<file path="src/rtl/lsu.sv">
// Load/store unit: bridges the core data port to a req/ack memory bus.
// Adds sub-word accesses, core stall, fault reporting and a bus watchdog.
module lsu #(
  parameter int unsigned TIMEOUT = 255
) (
  input  logic        clk,
  input  logic        reset,
  input  logic        MemRead,
  input  logic        MemWrite,
  input  logic [2:0]  funct3,
  input  logic [31:0] Adr,
  input  logic [31:0] WriteData,
  output logic [31:0] ReadData,
  output logic        Stall,
  output logic        AccessFault,
  output logic        BusError,
  output logic        mem_req,
  output logic        mem_we,
  output logic [3:0]  mem_be,
  output logic [31:0] mem_adr,
  output logic [31:0] mem_wdata,
  input  logic [31:0] mem_rdata,
  input  logic        mem_ack
);

  typedef enum logic [1:0] {IDLE, REQ, DONE} state_t;

  localparam logic [15:0] TMO = TIMEOUT[15:0];

  state_t      state;
  logic [15:0] cnt;
  logic [2:0]  f3_q;
  logic [1:0]  off_q;

  logic        access;
  logic        illegal;
  logic        misal;
  logic        legal;
  logic        go;
  logic [3:0]  be;
  logic [31:0] wdata;
  logic [7:0]  lb_byte;
  logic [15:0] lh_half;
  logic [31:0] ldata;

  assign access = MemRead | MemWrite;

  always_comb begin
    illegal = 1'b0;
    if (MemRead && MemWrite)
      illegal = 1'b1;
    else if (MemRead)
      illegal = funct3 inside {3'b011, 3'b110, 3'b111};
    else if (MemWrite)
      illegal = funct3[2] | (funct3[1:0] == 2'b11);
  end

  always_comb begin
    misal = 1'b0;
    if (funct3[1:0] == 2'b01)
      misal = Adr[0];
    else if (funct3[1:0] == 2'b10)
      misal = Adr[1:0] != 2'b00;
  end

  assign legal = access & ~illegal & ~misal;
  assign go    = (state == IDLE) & legal;

  // Stall never looks at mem_ack, so the core path stays ack-independent.
  assign Stall       = ~reset & (go | (state == REQ));
  assign AccessFault = ~reset & (state == IDLE) & access & ~legal;

  always_comb begin
    be    = 4'b0001 << Adr[1:0];
    wdata = {4{WriteData[7:0]}};
    unique case (1'b1)
      funct3[1:0] == 2'b10: begin
        be    = 4'b1111;
        wdata = WriteData;
      end
      funct3[1:0] == 2'b01: begin
        be    = 4'b0011 << Adr[1:0];
        wdata = {2{WriteData[15:0]}};
      end
      default: ;
    endcase
  end

  assign lb_byte = mem_rdata[{off_q, 3'b000} +: 8];
  assign lh_half = mem_rdata[{off_q[1], 4'b0000} +: 16];

  always_comb begin
    ldata = mem_rdata;
    unique case (1'b1)
      f3_q == 3'b000: ldata = {{24{lb_byte[7]}}, lb_byte};
      f3_q == 3'b100: ldata = {24'b0, lb_byte};
      f3_q == 3'b001: ldata = {{16{lh_half[15]}}, lh_half};
      f3_q == 3'b101: ldata = {16'b0, lh_half};
      default: ;
    endcase
  end

  always_ff @(posedge clk) begin
    if (reset) begin
      state     <= IDLE;
      cnt       <= '0;
      f3_q      <= '0;
      off_q     <= '0;
      mem_req   <= 1'b0;
      mem_we    <= 1'b0;
      mem_be    <= '0;
      mem_adr   <= '0;
      mem_wdata <= '0;
      ReadData  <= '0;
      BusError  <= 1'b0;
    end else begin
      BusError <= 1'b0;
      unique case (state)
        IDLE: begin
          if (go) begin
            state     <= REQ;
            cnt       <= '0;
            f3_q      <= funct3;
            off_q     <= Adr[1:0];
            mem_req   <= 1'b1;
            mem_we    <= MemWrite;
            mem_be    <= be;
            mem_adr   <= {Adr[31:2], 2'b00};
            mem_wdata <= wdata;
          end
        end
        REQ: begin
          cnt <= cnt + 16'd1;
          if (mem_ack) begin
            state   <= DONE;
            mem_req <= 1'b0;
            mem_we  <= 1'b0;
            mem_be  <= '0;
            if (!mem_we)
              ReadData <= ldata;
          end else if (cnt == TMO) begin
            state    <= DONE;
            mem_req  <= 1'b0;
            mem_we   <= 1'b0;
            mem_be   <= '0;
            BusError <= 1'b1;
            if (!mem_we)
              ReadData <= '0;
          end
        end
        DONE: state <= IDLE;
        default: state <= IDLE;
      endcase
    end
  end

endmodule

</file>
<file path="config.mk">
export PLATFORM = sky130hd
export DESIGN_NAME = lsu
export DESIGN_NICKNAME = d
export VERILOG_FILES = /design/src/rtl/lsu.sv
export SDC_FILE = /design/constraint.sdc
export NUM_CORES = 1
export LEC_CHECK = 0
export ABC_CLOCK_PERIOD_IN_PS = 2400
export BUFFER_PORTS_ARGS = -buffer_cell sky130_fd_sc_hd__clkbuf_2
export CAP_MARGIN = 20
export CORE_MARGIN = 2
export CORE_UTILIZATION = 41
export DETAILED_ROUTE_END_ITERATION = 10
export GPL_ROUTABILITY_DRIVEN = 0
export PLACE_DENSITY_LB_ADDON = 0.2
export SLEW_MARGIN = 0
export SYNTH_ARGS = -nofsm -noshare
export SYNTH_HDL_FRONTEND = slang
export SYNTH_SLANG_ARGS = --single-unit
</file>
<file path="constraint.sdc">
create_clock -name clk -period 2.4 [get_ports clk]
set_input_delay 0.36 -clock clk [delete_from_list [all_inputs] [get_ports clk]]
set_output_delay 0.36 -clock clk [all_outputs]
set_load 0.03 [all_outputs]
</file>
# Word level (Yosys, flattened, before mapping)
# Cells that the tools add are included.
[classes]
reduce_logical = 13
shift = 4
muxes = 29
n_bitwise = 15
eq_ne = 15
add_sub_neg = 1
[op_table]
columns = ["operator", "count"]
rows = [
  ["two-way mux 32 bit", 4],
  ["one-hot mux 32 bit (4 select lines)", 1],
  ["one-hot mux 32 bit (2 select lines)", 1],
  ["one-hot mux 16 bit (2 select lines)", 1],
  ["indexed part select 32 x 6 -> 16 bit", 1],
  ["indexed part select 32 x 6 -> 8 bit", 1],
  ["adder 16 x 1 -> 16 bit, second input constant", 1],
  ["equality test 16 x 8 -> 1 bit, second input constant", 1],
  ["two-way mux 16 bit", 1],
  ["one-hot mux 4 bit (2 select lines)", 2],
  ["equality test 3 bit, second input constant", 4],
  ["two-way mux 4 bit", 3],
  ["two-way mux 1 bit", 10],
  ["AND 1 bit", 7],
  ["two-way mux 2 bit", 3],
  ["inequality test 2 bit, second input constant", 3],
  ["AND reduction 2 bit", 3],
  ["nonzero test 2 bit", 3],
  ["NOT 1 bit", 5],
  ["equality test 2 x 1 -> 1 bit, second input constant", 2],
  ["equality test 2 bit, second input constant", 2],
  ["one-hot mux 1 bit (2 select lines)", 2],
  ["one-hot mux 2 bit (2 select lines)", 1],
  ["AND reduction 4 bit", 1],
  ["other kinds (12)", 14],
]
[totals]
out_inout_bits = 105
input_bits = 104
register_bits = 124

# Depth between registers and ports, before layout
# Gate-level depths: netlist of run 1.
[depth]
word_depth = 11
ltp_mapped = 11
ltp_nobuf = 7

# Least setup slack after synthesis of run 1
# No wires, ideal clock.
[synth_path]
path_kind = "input port to output port"
from = "in funct3[0]"
to = "out Stall"
n_path_buf = 2
slack_ps = 27
cell_stages = 8
t_arrival_ps = 2013
cell_sequence = "inv_1 ha_1 buf_6 o31ai_4 o21ai_2 o31a_1 clkbuf_1 nor2_1"
[synth_between]
elab_chain_len = 11
word_cells_on_any_way = 20
cone_classes = "eq/ne: 6; mux: 5; bitwise: 8; reduce/logical: 1"
[synth_rtl]
columns = ["element", "line", "rtl"]
rows = [
  ["start: declaration", "10", "input logic [2:0] funct3,"],
  ["equality test 2 bit", "55", "illegal = funct3[2] | (funct3[1:0] == 2'b11);"],
  ["bitwise OR 1 bit", "55", ""],
  ["two-way mux 1 bit", "54", "else if (MemWrite)"],
  ["two-way mux 1 bit", "52", "else if (MemRead)"],
  ["two-way mux 1 bit", "50", "if (MemRead && MemWrite)"],
  ["NOT 1 bit", "66", "assign legal = access & ~illegal & ~misal;"],
  ["AND 1 bit", "66", ""],
  ["AND 1 bit *", "66", ""],
  ["AND 1 bit *", "67", "assign go = (state == IDLE) & legal;"],
  ["bitwise OR 1 bit *", "70", "assign Stall = ~reset & (go | (state == REQ));"],
  ["AND 1 bit *", "70", ""],
  ["end: declaration", "14", "output logic Stall,"],
]
# Every way passes the cells marked *; elsewhere a longest branch is shown, timed or not.

# Worst setup path after layout of run 1
# Same ends and word-level chain as after synthesis.

==> results of run 1 <==
==> area by class of cell <==
| class | instances | area, µm² | area share [%] |
|---|---|---|---|
| clock buffer | 20 | 457 | 6.16 |
| clock inverter | 11 | 120 | 1.62 |
| inverter | 18 | 67.6 | 0.911 |
| multi-input combinational | 494 | 2770 | 37.4 |
| sequential | 124 | 2480 | 33.5 |
| tap | 176 | 220 | 2.97 |
| timing repair buffer | 238 | 1300 | 17.5 |
==> worst max-delay path: stages <==
cell	delay (ps)
clkbuf_2	130
inv_1	60
ha_2	210
o31ai_4	240
o21ai_2	80
buf_4	170
o31a_1	350
nor2_1	120
clkbuf_4	190
==> state kept, by name, indices dropped and copies added (netlist names) <==
signal / flops
ReadData: 32
mem_wdata: 32
mem_adr: 30
cnt: 16
mem_be: 4
f3_q: 3
off_q: 2
state: 2
BusError: 1
mem_req: 1
mem_we: 1
==> what timing repair did <==
item / in CTS / in global routing
endpoints found under the setup margin: 0 / 1
resized for setup: 0 / 3
setup buffers: 0 / 1
==> power groups by stage <==
| stage | Combinational, mW | Sequential [mW] | Clock, mW |
|---|---|---|---|
| 2_1_floorplan | 0.461 | 2.47 | 0 |
| 3_3_place_gp | 1.02 | 2.28 | 0 |
| 3_5_place_dp | 1.02 | 2.29 | 0 |
| 4_1_cts | 1.03 | 2.24 | 2.55 |
| 5_1_grt | 1.12 | 2.26 | 2.64 |
| 6_report | 1.03 | 2.24 | 2.51 |
==> metrics by stage <==
stage | setup slack, ps | hold slack, ps
2_1_floorplan | 27.5 | 432
3_3_place_gp | 66.5 | 434
3_5_place_dp | -18.6 | 438
4_1_cts | 24.7 | 136
5_1_grt | 10.3 | 141
6_report | 119 | 148
==> routing by layer <==
layer / GRT usage [%] / wire length (µm)
met1: 30.5 / 7710
met3: 8.11 / 1280
met4: 9.81 / 408
met5: 0 / 0
met2: 35.5 / 7530
==> cell usage in the layout (no fill, tap or decap), types with 8 or more instances in the layout <==
master,netlist,layout
o211ai_1,9,9
nand3_1,16,16
o22ai_1,8,8
dfxtp_1,124,124
clkbuf_2,1,204
a21oi_1,74,74
inv_1,18,18
or3_1,12,11
a31o_2,17,17
nand2_1,139,139
nor2_1,44,44
a21o_1,8,8
a221oi_1,14,14
buf_4,3,30
o21ai_0,27,27
mux2_2,9,9
nor3_1,33,33
clkbuf_16,0,17
==> cell families after synthesis <==
family / Yosys count / synth area share [%]
buf+inv: 77 / 5.99
compound gates: 196 / 23.1
mux: 11 / 2.18
simple gates: 276 / 22.4
flops: 124 / 44.5
xor+xnor: 4 / 0.629
fa+ha+maj: 5 / 1.12
other cells: 1 / 0.0673
==> worst paths after layout <==
kind                                                from  slack, ps                   endpoint
worst max-delay path                           funct3[0]        120                      Stall
worst min-delay path                              Adr[7]        150    mem_adr[7]$_SDFFE_PP0P_
worst max register to register       cnt[0]$_SDFFE_PP0P_        200  ReadData[12]$_SDFFE_PP0P_
worst min register to register  ReadData[8]$_SDFFE_PP0P_        450   ReadData[8]$_SDFFE_PP0P_
==> flow_summary.json, run 1 <==
{
  "outcome": "finished clean",
  "synth_edf_count": 0,
  "cts_hold_buf": 0,
  "ant_nets": 0,
  "cp_max_fo": 7,
  "syn-cell-area_um2": 5570,
  "cts_htree_levels": 4,
  "hold_class": "input pin to flip-flop",
  "clk-insertion-delay-late_ps": 430,
  "pwr-share-clk_pct": 43.4,
  "start_kind": "input pin",
  "synth_top_area_share_pct": 44.5,
  "setup_viol": 0,
  "hold_depth": 3,
  "tritoncts": "yes",
  "synth_most_common_cell": "nand2_1",
  "wl_um": 16900,
  "r2r_cells": 6,
  "synth_cell_types": 56,
  "crit_type": "input pin to output port",
  "drc": 0,
  "drt-initial-drc-count": 409,
  "die_width_um": 121,
  "antenna_cells": 0,
  "synth_ff_type": "dfxtp_1",
  "finalHoldViolations": 0,
  "io_buffers": 206,
  "power_frac_seq_pct": 38.8,
  "required_ps": 2040,
  "postLayoutCoreUtil_pct": 56.0,
  "synth_common_cells": "nand2_1 (139), dfxtp_1 (124), a21oi_1 (74)",
  "clk_pin_slew_ps": 60,
  "fin_tns_setup_ps": 0,
  "dp.cells": 1049,
  "ys_top_cells_by_area": "dfxtp_1 (45%), nand2_1 (9.4%), a21oi_1 (6.6%)",
  "relSlewSlack_pct": 65.4,
  "cap_violations": 0,
  "place_area_um2": 6830,
  "grt_pass1_vias": 5311,
  "dr.pass1.iters": 4,
  "initial_core_util_pct": 42.1,
  "design_area_um2": 7420,
  "synth-seq-area-share_pct": 44.5,
  "grt-ovfl-total": 0,
  "routed_via_density": 5.27,
  "combPwrFrac_pct": 17.8,
  "syn_area_per_cell_um2": 8.03,
  "yosys_warnings": 0,
  "numCtsBuffers": 17,
  "cp_data_arrival_time_ps": 1920,
  "async_flop_share_pct": 0,
  "antenna_found_initial": 0,
  "total_power_mw": 5.79,
  "post-route-period-util_pct": 95.0,
  "track_usage_pct": 23.5,
  "cts-root-buf": "clkbuf_16",
  "core-area_um2": 13200,
  "rows": 42,
  "layout.cells.non_filler": 1081,
  "num_io_pins": 209,
  "rsz0062_at_grt": "no",
  "leakagePower_nw": 3.21,
  "period_minus_slack_ps": 2280,
  "grt_max_degree": 55,
  "p_per_area_nw_per_um2": 780,
  "yosys.area.top_type": "dfxtp_1",
  "skew_ps": 7.48,
  "fmax_ghz": 0.438,
  "area_growth_syn_to_layout_pct": 33.1,
  "die_h_um": 121,
  "internal_power_mw": 4.09,
  "wl_per_cell_um": 15.7,
  "fillers": 1332,
  "final_layout_size_suffix_gt1_share_pct": 33.8,
  "end_kind": "output port",
  "ir_worst_vdd_mv": 0.485,
  "p_sw_share_pct": 29.2,
  "p_sw_mw": 1.69,
  "cts.sinks": 124,
  "drv_slew": 0,
  "layout.nets": 1002,
  "vias": 5696,
  "grt_pass1_wl_um": 26800,
  "syn_inst": 694,
  "tightest_slew_ps": 519,
  "die-area_um2": 14500,
  "clk_path_buf_depth": 2,
  "dpl.hpwl_um": 12300,
  "synth.ff_latch_count": 124
}
(Power assumes the default switching activity.)
==> run 2: changes to the inputs <==
Settings changed: REMOVE_ABC_BUFFERS from default to 1.
==> flow_summary.json, run 2 (synthesis gave the netlist of run 1 again) <==
{
  "reg_top3": "ReadData x32, mem_wdata x32, mem_adr x30",
  "drt-initial-drc-count": 297,
  "antenna_cells": 0,
  "cts-root-buf": "clkbuf_16",
  "final_layout_size_suffix_gt1_share_pct": 33.2,
  "antenna_found_initial": 0,
  "die_width_um": 121,
  "place_area_um2": 6820,
  "tritoncts": "yes",
  "grt_pass1_wl_um": 26300,
  "period_minus_slack_ps": 2270,
  "rsz0062_at_grt": "no",
  "cp_data_arrival_time_ps": 1910,
  "grt-ovfl-total": 0,
  "die_h_um": 121,
  "total_power_mw": 5.83,
  "required_ps": 2040,
  "fmax_ghz": 0.440,
  "cts.sinks": 124,
  "cap_violations": 0,
  "pwr-share-clk_pct": 44.0,
  "combPwrFrac_pct": 17.6,
  "setup_viol": 0,
  "numCtsBuffers": 17,
  "p_sw_share_pct": 27.9,
  "dpl.hpwl_um": 11800,
  "internal_power_mw": 4.20,
  "num_io_pins": 209,
  "die-area_um2": 14500,
  "most-common-layout-cells": "clkbuf_2 (204), nand2_1 (139), dfxtp_1 (124), a21oi_1 (74), nor2_1 (44)",
  "fillers": 1335,
  "grt_pass1_vias": 5200,
  "postLayoutCoreUtil_pct": 56.0,
  "post-route-period-util_pct": 94.7,
  "p_sw_mw": 1.63,
  "io_buffers": 206,
  "layout.nets": 996,
  "dr.pass1.iters": 4,
  "wl_um": 16400,
  "routed_via_density": 5.26,
  "clk_path_buf_depth": 2,
  "clk-insertion-delay-late_ps": 410,
  "outcome": "finished clean",
  "area_growth_syn_to_layout_pct": 33.1,
  "post-cts-setup-buffer-count": 0,
  "clk_pin_slew_ps": 50,
  "end_kind": "output port",
  "rows": 42,
  "initial_core_util_pct": 42.1,
  "cts_htree_levels": 4,
  "tightest_slew_ps": 731,
  "grt_max_degree": 63,
  "drv_slew": 0,
  "crit_type": "input pin to output port",
  "ant_nets": 0,
  "cp_max_fo": 7,
  "p_per_area_nw_per_um2": 785,
  "vias": 5646,
  "skew_ps": 7.82,
  "finalHoldViolations": 0,
  "start_kind": "input pin",
  "relSlewSlack_pct": 51.2,
  "core-area_um2": 13200,
  "ir_worst_vdd_mv": 0.514,
  "power_frac_seq_pct": 38.5,
  "leakagePower_nw": 3.21,
  "hold_class": "input pin to flip-flop",
  "drc": 0,
  "design_area_um2": 7420,
  "wl_per_cell_um": 15.3,
  "final_common_cell": "clkbuf_2",
  "track_usage_pct": 22.7
}
## run 2: path summary, 6_finish.rpt
kind / start / endpoint / slack (ps) / depth (start not counted)
worst max register to register: cnt[12]$_SDFFE_PP0P_ / ReadData[8]$_SDFFE_PP0P_ / 300 / 5
worst min-delay path: Adr[30] / mem_adr[30]$_SDFFE_PP0P_ / 160 / 3
worst max-delay path: funct3[0] / Stall / 130 / 9
worst min register to register: ReadData[12]$_SDFFE_PP0P_ / ReadData[12]$_SDFFE_PP0P_ / 450 / 1
## run 2: layer usage
metal  track usage [%]  part of all wire [%]
met1              29.3                    45
met2              34.6                    44
met3              7.97                   8.9
met4              9.08                   1.5
met5                 0                     0
## run 2: through the flow
step | setup WS [ps] | setup TNS, ps | cells | hold WS [ps]
floorplan | -1010 | -61170 | 636 | 429
global placement | 65.6 | 0 | 1044 | 435
detailed placement | -1.28 | -1.28 | 1044 | 443
CTS | 65.9 | 0 | 1074 | 142
global route | 25.0 | 0 | 1074 | 161
finish | 126 | 0 | 1074 | 162
## run 2: area by class of cell
type	count	area [µm²]	area share [%]
Timing Repair Buffer	232	1280	17.2
Multi-Input combinational cell	494	2780	37.4
Clock inverter	6	83.8	1.13
Tap cell	176	220	2.97
Sequential cell	124	2480	33.5
Inverter	18	67.6	0.910
Clock buffer	24	512	6.90
## run 2: repair_timing
item                                    CTS  global route
endpoints found under the setup margin    0             1
hold buffers                              0             0
gates resized for setup                   0             3
## run 2: power by group through the flow
stage          logic [mW]  registers (mW)  clock network, mW
4_1_cts              1.03            2.24               2.61
3_3_place_gp         1.02            2.28                  0
5_1_grt              1.12            2.26               2.70
3_5_place_dp         1.02            2.28                  0
2_1_floorplan       0.396            2.48                  0
6_report             1.02            2.24               2.56
## run 2: worst max-delay path: stages
cell,delay [ps]
clkbuf_2,130
inv_1,50
ha_1,250
o31ai_4,260
o21ai_2,80
buf_4,170
o31a_1,340
nor2_1,100
buf_4,170
